===== src/rtl/serial_link_delay_ctrl.sv =====
// Serial-link latency controller: holds each beat for a programmable number of cycles, strict FIFO order.
// Optional handshake counter on beat_cnt_o is built when SERIAL_LINK_DELAY_CTRL_STATS_EN is defined.
module serial_link_delay_ctrl #(
    parameter int unsigned DataWidth = 8,
    parameter type         data_t    = logic [DataWidth-1:0],
    parameter int unsigned MaxDelay  = 16,
    parameter int unsigned Depth     = MaxDelay,
    parameter int unsigned DlyW      = $clog2(MaxDelay + 1)
) (
    input  logic            clk_i,
    input  logic            rst_i,
    input  logic [DlyW-1:0] delay_i,
    input  logic            valid_i,
    output logic            ready_o,
    input  data_t           data_i,
    output logic            valid_o,
    input  logic            ready_i,
    output data_t           data_o,
    output logic [15:0]     beat_cnt_o
);

    localparam int unsigned PtrW = (Depth > 1) ? $clog2(Depth) : 1;
    localparam int unsigned CntW = $clog2(Depth + 1);
    localparam logic [DlyW-1:0] MaxDly   = DlyW'(MaxDelay);
    localparam logic [PtrW-1:0] LastSlot = PtrW'(Depth - 1);
    localparam logic [CntW-1:0] FullCnt  = CntW'(Depth);

    logic [Depth-1:0] vld;
    data_t            mem [Depth];
    logic [DlyW-1:0]  rem [Depth];
    logic [PtrW-1:0]  wr_ptr;
    logic [PtrW-1:0]  rd_ptr;
    logic [CntW-1:0]  count;
    logic             push;
    logic             pop;
    logic [DlyW-1:0]  delay_eff;

    // Both ports use plain valid/ready: a beat transfers on a clock edge where
    // valid and ready are both high; valid_o/data_o stay stable until that edge.
    assign ready_o   = (count != FullCnt);
    assign valid_o   = vld[rd_ptr] && (rem[rd_ptr] <= DlyW'(1));
    assign data_o    = mem[rd_ptr];
    assign push      = valid_i && ready_o;
    assign pop       = valid_o && ready_i;
    assign delay_eff = (delay_i > MaxDly) ? MaxDly : delay_i;

    always_ff @(posedge clk_i or posedge rst_i) begin
        if (rst_i) begin
            vld    <= '0;
            wr_ptr <= '0;
            rd_ptr <= '0;
            count  <= '0;
        end else begin
            if (pop) begin
                vld[rd_ptr] <= 1'b0;
                rd_ptr      <= (rd_ptr == LastSlot) ? '0 : rd_ptr + PtrW'(1);
            end
            if (push) begin
                vld[wr_ptr] <= 1'b1;
                wr_ptr      <= (wr_ptr == LastSlot) ? '0 : wr_ptr + PtrW'(1);
            end
            case ({push, pop})
                2'b10:   count <= count + CntW'(1);
                2'b01:   count <= count - CntW'(1);
                default: count <= count;
            endcase
        end
    end

    // Payload and countdown need no reset; the valid bits gate their meaning.
    // A slot being written is never valid, so the write always wins over aging.
    always_ff @(posedge clk_i) begin
        for (int i = 0; i < Depth; i++) begin
            if (vld[i] && (rem[i] != '0)) begin
                rem[i] <= rem[i] - DlyW'(1);
            end
        end
        if (push) begin
            mem[wr_ptr] <= data_i;
            rem[wr_ptr] <= delay_eff;
        end
    end

`ifdef SERIAL_LINK_DELAY_CTRL_STATS_EN
    logic [15:0] beat_cnt;

    always_ff @(posedge clk_i or posedge rst_i) begin
        if (rst_i) begin
            beat_cnt <= '0;
        end else if (pop) begin
            beat_cnt <= beat_cnt + 16'd1;
        end
    end

    assign beat_cnt_o = beat_cnt;
`else
    assign beat_cnt_o = '0;
`endif

endmodule


===== config.mk =====
export PLATFORM = sky130hd
export DESIGN_NAME = serial_link_delay_ctrl
export DESIGN_NICKNAME = d
export VERILOG_FILES = /design/src/rtl/serial_link_delay_ctrl.sv
export SDC_FILE = /design/constraint.sdc
export NUM_CORES = 1
export LEC_CHECK = 0
export BUFFER_PORTS_ARGS = -buffer_cell sky130_fd_sc_hd__buf_2
export CAP_MARGIN = 40
export CORE_MARGIN = 3
export CORE_UTILIZATION = 50
export CTS_BUF_LIST = sky130_fd_sc_hd__clkbuf_8
export CTS_CLUSTER_DIAMETER = 60
export DETAILED_ROUTE_END_ITERATION = 12
export MAX_ROUTING_LAYER = met4
export PLACE_DENSITY = 0.64
export SYNTH_ARGS = -nofsm -noshare
export SYNTH_HDL_FRONTEND = slang
export SYNTH_SLANG_ARGS = --single-unit

===== constraint.sdc =====
create_clock -name clk_i -period 4.2 [get_ports clk_i]
set_clock_uncertainty 0.05 [all_clocks]
set_input_delay 0.21 -clock clk_i [delete_from_list [all_inputs] [get_ports clk_i]]
set_output_delay 0.21 -clock clk_i [all_outputs]
set_load 0.1 [all_outputs]

==> metrics.md, run 1 <==
| Metric | Value |
|---|---|
| Final wirelength | between 20 and 30 mm |
| Type of the worst min-delay path | in -> reg |
| Startpoint types | flop |
| Post-synth EDFFs | ~210 |
| Unrepaired setup endpoints after global routing | false |
| Synth-to-layout area growth | 10.5% |
| Drt initial violations | approximately 600 |
| Leakage | around 5.0 nW |
| Die area | about 25000 µm² |
| Global-route wire length before repair | between 40 and 50 mm |
| Max VDD drop | 0.000430 V |
| Initial antenna violation count | 0 |
| Main synth FF type | edfxtp_1 |
| Cell Area, Placed | roughly 12000 µm² |
| Critical Path Start | rd_ptr[1]$_DFFE_PP0N_ |
| Psw | about 3.9 mW |
| Final antenna-violating net count | 0 |
| Setup TNS | 0 ns |
| Vias/cell | 5.60 |
| #FFs+latches synth | approximately 240 |
| # diodes | 0 |
| Area leader, netlist | edfxtp_1 |
| Max clock buf depth | 3 |
| YS warnings | 0 |
| Critical path data required time | ~4.6 ns |
| Switch share | 0.387 |
| Port buffer count | 26 |
| CTS Root Cell | clkbuf_8 |
| Worst r2r src | rd_ptr[1]$_DFFE_PP0N_ |
| Vias | 7318 |
| DRC Markers | 0 |
| P_int | slightly above 6 mW |
| 1st-pass router iterations | 5 |
| Core ar. | 22800 µm² |
| Max_cap viols | 0 |
| Initial core utilization | 0.512 |
| CTS tree | built |
| Die Width | approximately 160 µm |
| Leading cell types by count after synthesis | edfxtp_1, nor2_1, a21oi_1 |
| Tightest Pin Transition | 0.737 ns |
| Power Density | approximately 770 nW/µm² |
| Die Height | 159 µm |
| Routed len/inst | 20.8 µm |
| Area share of the leading cell type in the synthesized netlist | 0.534 |
| Syn avg cell area | between 10 and 15 µm² |
| Post-layout util | 0.566 |
| Vias in the first global route | 7361 |
| Crit Path Class | reg -> reg |
| Sink Count | 237 |
| Peak Freq | 262 MHz |
| Detailed Place HPWL | 17.6 mm |
| Final instance area | roughly 13000 µm² |
| Grt ovf | 0 |
| Status | finished clean |
| Syn Std Cell Area | between 10000 and 15000 µm² |
| Clk pwr share | 0.193 |
| Non-Filler Instances | 1306 |
| Period utilization | 0.908 |
| Post-layout min period | about 3.8 ns |
| Final-layout fill cell count | around 1900 |
| CTS H-tree depth | 2 |
| Sequential cell area fraction in the yosys report | 0.596 |
| Critical path arrival | 4.21 ns |
| Pin count of the biggest net entering global routing | 37 |
| Final-report hold violation count | 0 |
| Post-placement cell count | about 1200 |
| Crit path capture type | flop |
| Asr flop ratio synth | 0.122 |
| Endpoints failing setup | 0 |
| Combinational power share | 0.381 |
| Critical path peak fanout | 14 |
| Post-Syn Instances | 915 |
| Num CTS Buffers | a little over 40 |
| Final Max Tran Viols | 0 |
| Share of cells above drive strength 1 | 0.154 |
| GPL Wtd Cong | 0.887 |
| Yosys cell types | 52 |
| GRT Overall Usage | 0.224 |
| # IOs | between 40 and 50 |
| PostCTS Resize Cnt | 0 |
| Most frequent cell after synthesis | edfxtp_1 |
| Row cnt | 55 |
| Slew HR | 0.508 |
| Flop pwr share | 0.426 |
| Hold WS | about 0.028 ns |
| Hold_sp | data_i[6] |
| Nets | about 1000 |
| Clock Latency Late Sink | roughly 0.54 ns |
| Clock transition at path regs | ~0.060 ns |
| Area contributors post-synth | edfxtp_1, mux4_2, dfrtp_1 |
[worst paths after layout]
kind | cells past startpoint | to | slack [ns]
setup / recovery | 17 | count[4]$_DFFE_PP0P_ | 0.39
hold / removal | 1 | mem[6][6]$_DFFE_PP_ | 0.03
setup reg to reg | 17 | count[4]$_DFFE_PP0P_ | 0.39
hold reg to reg | 1 | count[4]$_DFFE_PP0P_ | 0.48
max in group asynchronous | 4 | rd_ptr[0]$_DFFE_PP0N_ | 3.52
min in group asynchronous | 4 | count[0]$_DFFE_PP0P_ | 0.26
[through the flow]
stage / setup slack (ns) / total power, mW
2_1_floorplan: 0.649 / 7.08
3_3_place_gp: 0.418 / 7.96
3_5_place_dp: 0.318 / 8.04
4_1_cts: 0.294 / 9.99
5_1_grt: 0.0656 / 10.6
6_report: 0.386 / 9.95
[cell families (layout without fill, tap and decap cells)]
group,after synthesis,count (layout),synth area share
AND/OR/NAND/NOR,247,247,0.0927
flip-flops,237,237,0.596
AO/OA/AOI/OAI,142,142,0.0723
buffers and inverters,135,198,0.0505
XOR/XNOR,55,55,0.0412
multiplexers,53,53,0.0987
adder cells (fa/ha/maj),45,45,0.0487
other,1,16,0.000320
[layer usage]
| layer | wire, µm | global-route usage | up-vias |
|---|---|---|---|
| li1 | - | - | 3392 |
| met1 | 11700 | 0.300 | 3656 |
| met2 | 13500 | 0.362 | 228 |
| met3 | 1470 | 0.0401 | 42 |
| met4 | 435 | 0.0509 | 0 |
| met5 | 0 | - | - |
[cells in the final DEF, fill, tap and decap left out, types with 4 or more instances in the layout]
| cell type | instances |
|---|---|
| xnor2_1 | 19 |
| dlygate4sd3_1 | 8 |
| clkbuf_8 | 42 |
| nand4_1 | 4 |
| o21ai_0 | 26 |
| a21oi_1 | 79 |
| mux4_2 | 49 |
| dfrtp_1 | 27 |
| nor2_1 | 100 |
| xor2_1 | 36 |
| inv_1 | 88 |
| nand2_1 | 75 |
| clkinv_2 | 6 |
| nor3_1 | 27 |
| ha_1 | 44 |
| buf_2 | 26 |
| o41ai_1 | 13 |
| buf_4 | 15 |
| conb_1 | 16 |
| nand3_1 | 16 |
| edfxtp_1 | 208 |
| clkinv_1 | 8 |
| nand3b_1 | 4 |
| nor2b_1 | 6 |
[power groups by stage]
stage	registers (mW)	logic (mW)	clock network (mW)
3_3_place_gp	4.27	3.69	0
3_5_place_dp	4.27	3.77	0
6_report	4.24	3.80	1.92
2_1_floorplan	4.00	3.08	0
5_1_grt	4.31	4.21	2.09
4_1_cts	4.23	3.79	1.96
[sequential cells by signal, summed over array words and instances (netlist names)]
signal and count:
vld 16, count 5, rd_ptr 4, wr_ptr 4, rem 80, mem 128
[area by class of cell]
| type | instances | area (µm²) | share of cell area |
|---|---|---|---|
| Multi-Input combinational cell | 558 | 4200 | 0.325 |
| Sequential cell | 237 | 6970 | 0.539 |
| Clock inverter | 33 | 165 | 0.0128 |
| Inverter | 72 | 270 | 0.0209 |
| Clock buffer | 42 | 578 | 0.0447 |
| Tap cell | 313 | 392 | 0.0303 |
| Timing Repair Buffer | 51 | 358 | 0.0277 |
[critical path, stage by stage, from the launching register on]
cell and delay [ns]:
dfrtp_2 0.44, buf_12 0.14, buf_4 0.18, nor3_1 0.21, a2111oi_0 0.09, a211o_1 0.32
o32a_4 0.26, or4b_4 0.59, inv_1 0.09, ha_1 0.21, inv_1 0.10, fa_1 0.41
inv_1 0.07, a21o_1 0.11, a21oi_1 0.07, xnor2_1 0.12, nor2_1 0.11, xor2_1 0.15
[what timing repair did]
| action | CTS | global route |
|---|---|---|
| setup buffers | 0 | 2 |
| hold buffers | 8 | 0 |
| hold endpoints to repair | 135 | 0 |
| setup endpoints to repair | 0 | 1 |
No activity file was read; power rests on OpenSTA's default activity.
==> run 2: changes to the inputs <==
Settings changed: PLACE_DENSITY 0.64 to 0.67.
==> metrics.md, run 2 (synthesis gave the netlist of run 1 again) <==
| Metric | Value |
|---|---|
| Status | finished clean |
| Synth-to-layout area growth | 10.7% |
| Endpoints failing setup | 0 (unchanged) |
| Max clock buf depth | 3 (unchanged) |
| 1st-pass router iterations | 6 (+1) |
| Met2 WL | 13.0 mm (-3.2%) |
| Hold depth | 4 (+3) |
| Critical path data required time | 4.64 ns (+0.04 ns) |
| Sink Count | 237 (unchanged) |
| Max reg flops | 128 (unchanged) |
| Hold WS | 0.0394 ns (+0.0116 ns) |
| Nets | 1021 (-0.20%) |
| Max_cap viols | 0 (unchanged) |
| R2R depth | 15 (-2) |
| Setup TNS | 0 ns (unchanged) |
| Reg with most FFs | mem |
| Power Density | 773 nW/µm² (+0.48%) |
| DRC Markers | 0 (unchanged) |
| Met3 routed WL | 1.58 mm (+6.9%) |
| Die Height | 159 µm (unchanged) |
| Pin count of the biggest net entering global routing | 30 (-19%) |
| Detailed Place HPWL | 17.3 mm (-1.6%) |
| Die area | 25300 µm² (unchanged) |
| CTS tree | built |
| Die Width | 159 µm (unchanged) |
| Row cnt | 55 (unchanged) |
| Final wirelength | 26.5 mm (-2.3%) |
| Commonest non-fill, non-tap cell in the layout | edfxtp_1 |
| Num CTS Buffers | 41 (unchanged) |
| Unrepaired setup endpoints after global routing | false |
| Final-report hold violation count | 0 (unchanged) |
| Clock transition at path regs | 0.07 ns (about the same) |
| Vias in the first global route | 7256 (-1.4%) |
| CTS H-tree depth | 2 (unchanged) |
| GRT Overall Usage | 0.219 (-0.00446) |
| WL met1 | 11.3 mm (-4.2%) |
| Largest registers | mem: 128 flops, rem: 80 flops, vld: 16 flops |
| Grt ovf | 0 (unchanged) |
| # IOs | 43 (unchanged) |
| Post-layout min period | 3.83 ns (+0.0191 ns) |
| Clk pwr share | 0.203 (+0.010) |
| Flop pwr share | 0.426 (about the same) |
| Slew HR | 0.483 (-0.0253) |
| Psw | 3.87 mW (+0.39%) |
| Type of the worst min-delay path | in -> reg |
| Crit path capture type | flop |
| Initial core utilization | 0.512 (unchanged) |
| CTS Root Cell | clkbuf_8 |
| Period utilization | 0.913 (+0.00455) |
| Startpoint types | flop |
| Core ar. | 22800 µm² (unchanged) |
| Clock Latency Late Sink | 0.57 ns (+0.03 ns) |
| Leakage | 5.03 nW (-0.44%) |
| Most frequent cells in the layout | edfxtp_1, nor2_1, inv_1 |
| Final Max Tran Viols | 0 (unchanged) |
| Vias/cell | 5.56 (-0.77%) |
| Drt initial violations | 513 (-12%) |
| Global-route wire length before repair | 41.8 mm (-1.9%) |
| Top routing layer used | met4 |
| Routed len/inst | 20.3 µm (-2.2%) |
| Max VDD drop | 0.000504 V (+17%) |
| Crit Path Class | reg -> reg |
| Switch share | 0.386 (-0.000859) |
| Initial antenna violation count | 1 (+1) |
| Critical path peak fanout | 21 (+7) |
| Combinational power share | 0.371 (-0.010) |
| Tightest Pin Transition | 0.769 ns (+0.0324 ns) |
| Critical path arrival | 4.27 ns (+0.06 ns) |
| Final antenna-violating net count | 0 (unchanged) |
| Vias | 7256 (-0.85%) |
| P_int | 6.15 mW (+0.75%) |
| Port buffer count | 26 (unchanged) |
| GPL Wtd Cong | 0.859 (-3.2%) |
| Share of cells above drive strength 1 | 0.152 (-0.00171) |
| Peak Freq | 261 MHz (-0.50%) |
-- run 2: power by group through the flow --
stage	Sequential, mW	Combinational, mW	Clock [mW]
finish	4.27	3.72	2.03
global route	4.36	4.13	2.19
CTS	4.25	3.75	2.07
detailed placement	4.29	3.72	0
global placement	4.27	3.62	0
floorplan	4.00	3.08	0
-- run 2: final cells by class --
cell class / instances / area, µm²
multi-input combinational: 558 / 4200
sequential: 237 / 6980
tap: 313 / 392
fill: 1879 / 9890
timing repair buffer: 49 / 333
clock inverter: 33 / 203
antenna: 1 / 2.50
inverter: 72 / 270
clock buffer: 42 / 578
-- run 2: critical path: stages (launching register included) --
cell      delay, ns
dfrtp_4        0.58
inv_1          0.18
o311ai_0       0.37
a21oi_1        0.14
o32a_4         0.38
or4b_4         0.60
inv_1          0.08
ha_1           0.21
inv_1          0.10
fa_1           0.40
inv_1          0.07
a21o_1         0.13
a21oi_1        0.08
xnor2_1        0.12
nor2_1         0.11
xor2_1         0.15
-- run 2: worst paths after layout --
path / from / to / slack [ns]
worst max-delay path: rd_ptr[1]$_DFFE_PP0N_ / count[4]$_DFFE_PP0P_ / 0.37
worst min-delay path: ready_i / rd_ptr[3]$_DFFE_PP0N_ / 0.04
worst max register to register: rd_ptr[1]$_DFFE_PP0N_ / count[4]$_DFFE_PP0P_ / 0.37
worst min register to register: count[4]$_DFFE_PP0P_ / count[4]$_DFFE_PP0P_ / 0.44
max in group asynchronous: rst_i / rd_ptr[0]$_DFFE_PP0N_ / 3.51
min in group asynchronous: rst_i / count[1]$_DFFE_PP0P_ / 0.21
-- run 2: layer usage --
layer  global-route usage  vias to the layer above
li1                     -                     3391
met2                0.350                      230
met1                0.287                     3583
met5                    -                        -
met4               0.0625                        0
met3               0.0471                       52
-- run 2: repair_timing --
action                                 in CTS  in global routing
hold buffers                                9                  0
gates resized for setup                     0                  1
setup endpoints to repair                   0                  1
buffers inserted                            0                  0
endpoints found under the hold margin     157                  0
-- run 2: per-stage QoR --
step                      cell area (µm²)  power [mW]   util  setup WS, ns  cells
after global placement              12100        7.89  0.528         0.370   1219
after global routing                13000        10.7  0.567        0.0549   1305
final                               13000        10.0  0.567         0.367   1305
after floorplan                     11800        7.08      -         0.649    930
after CTS                           12900        10.1  0.567         0.261   1304
after detailed placement            12100        8.01  0.529         0.278   1220
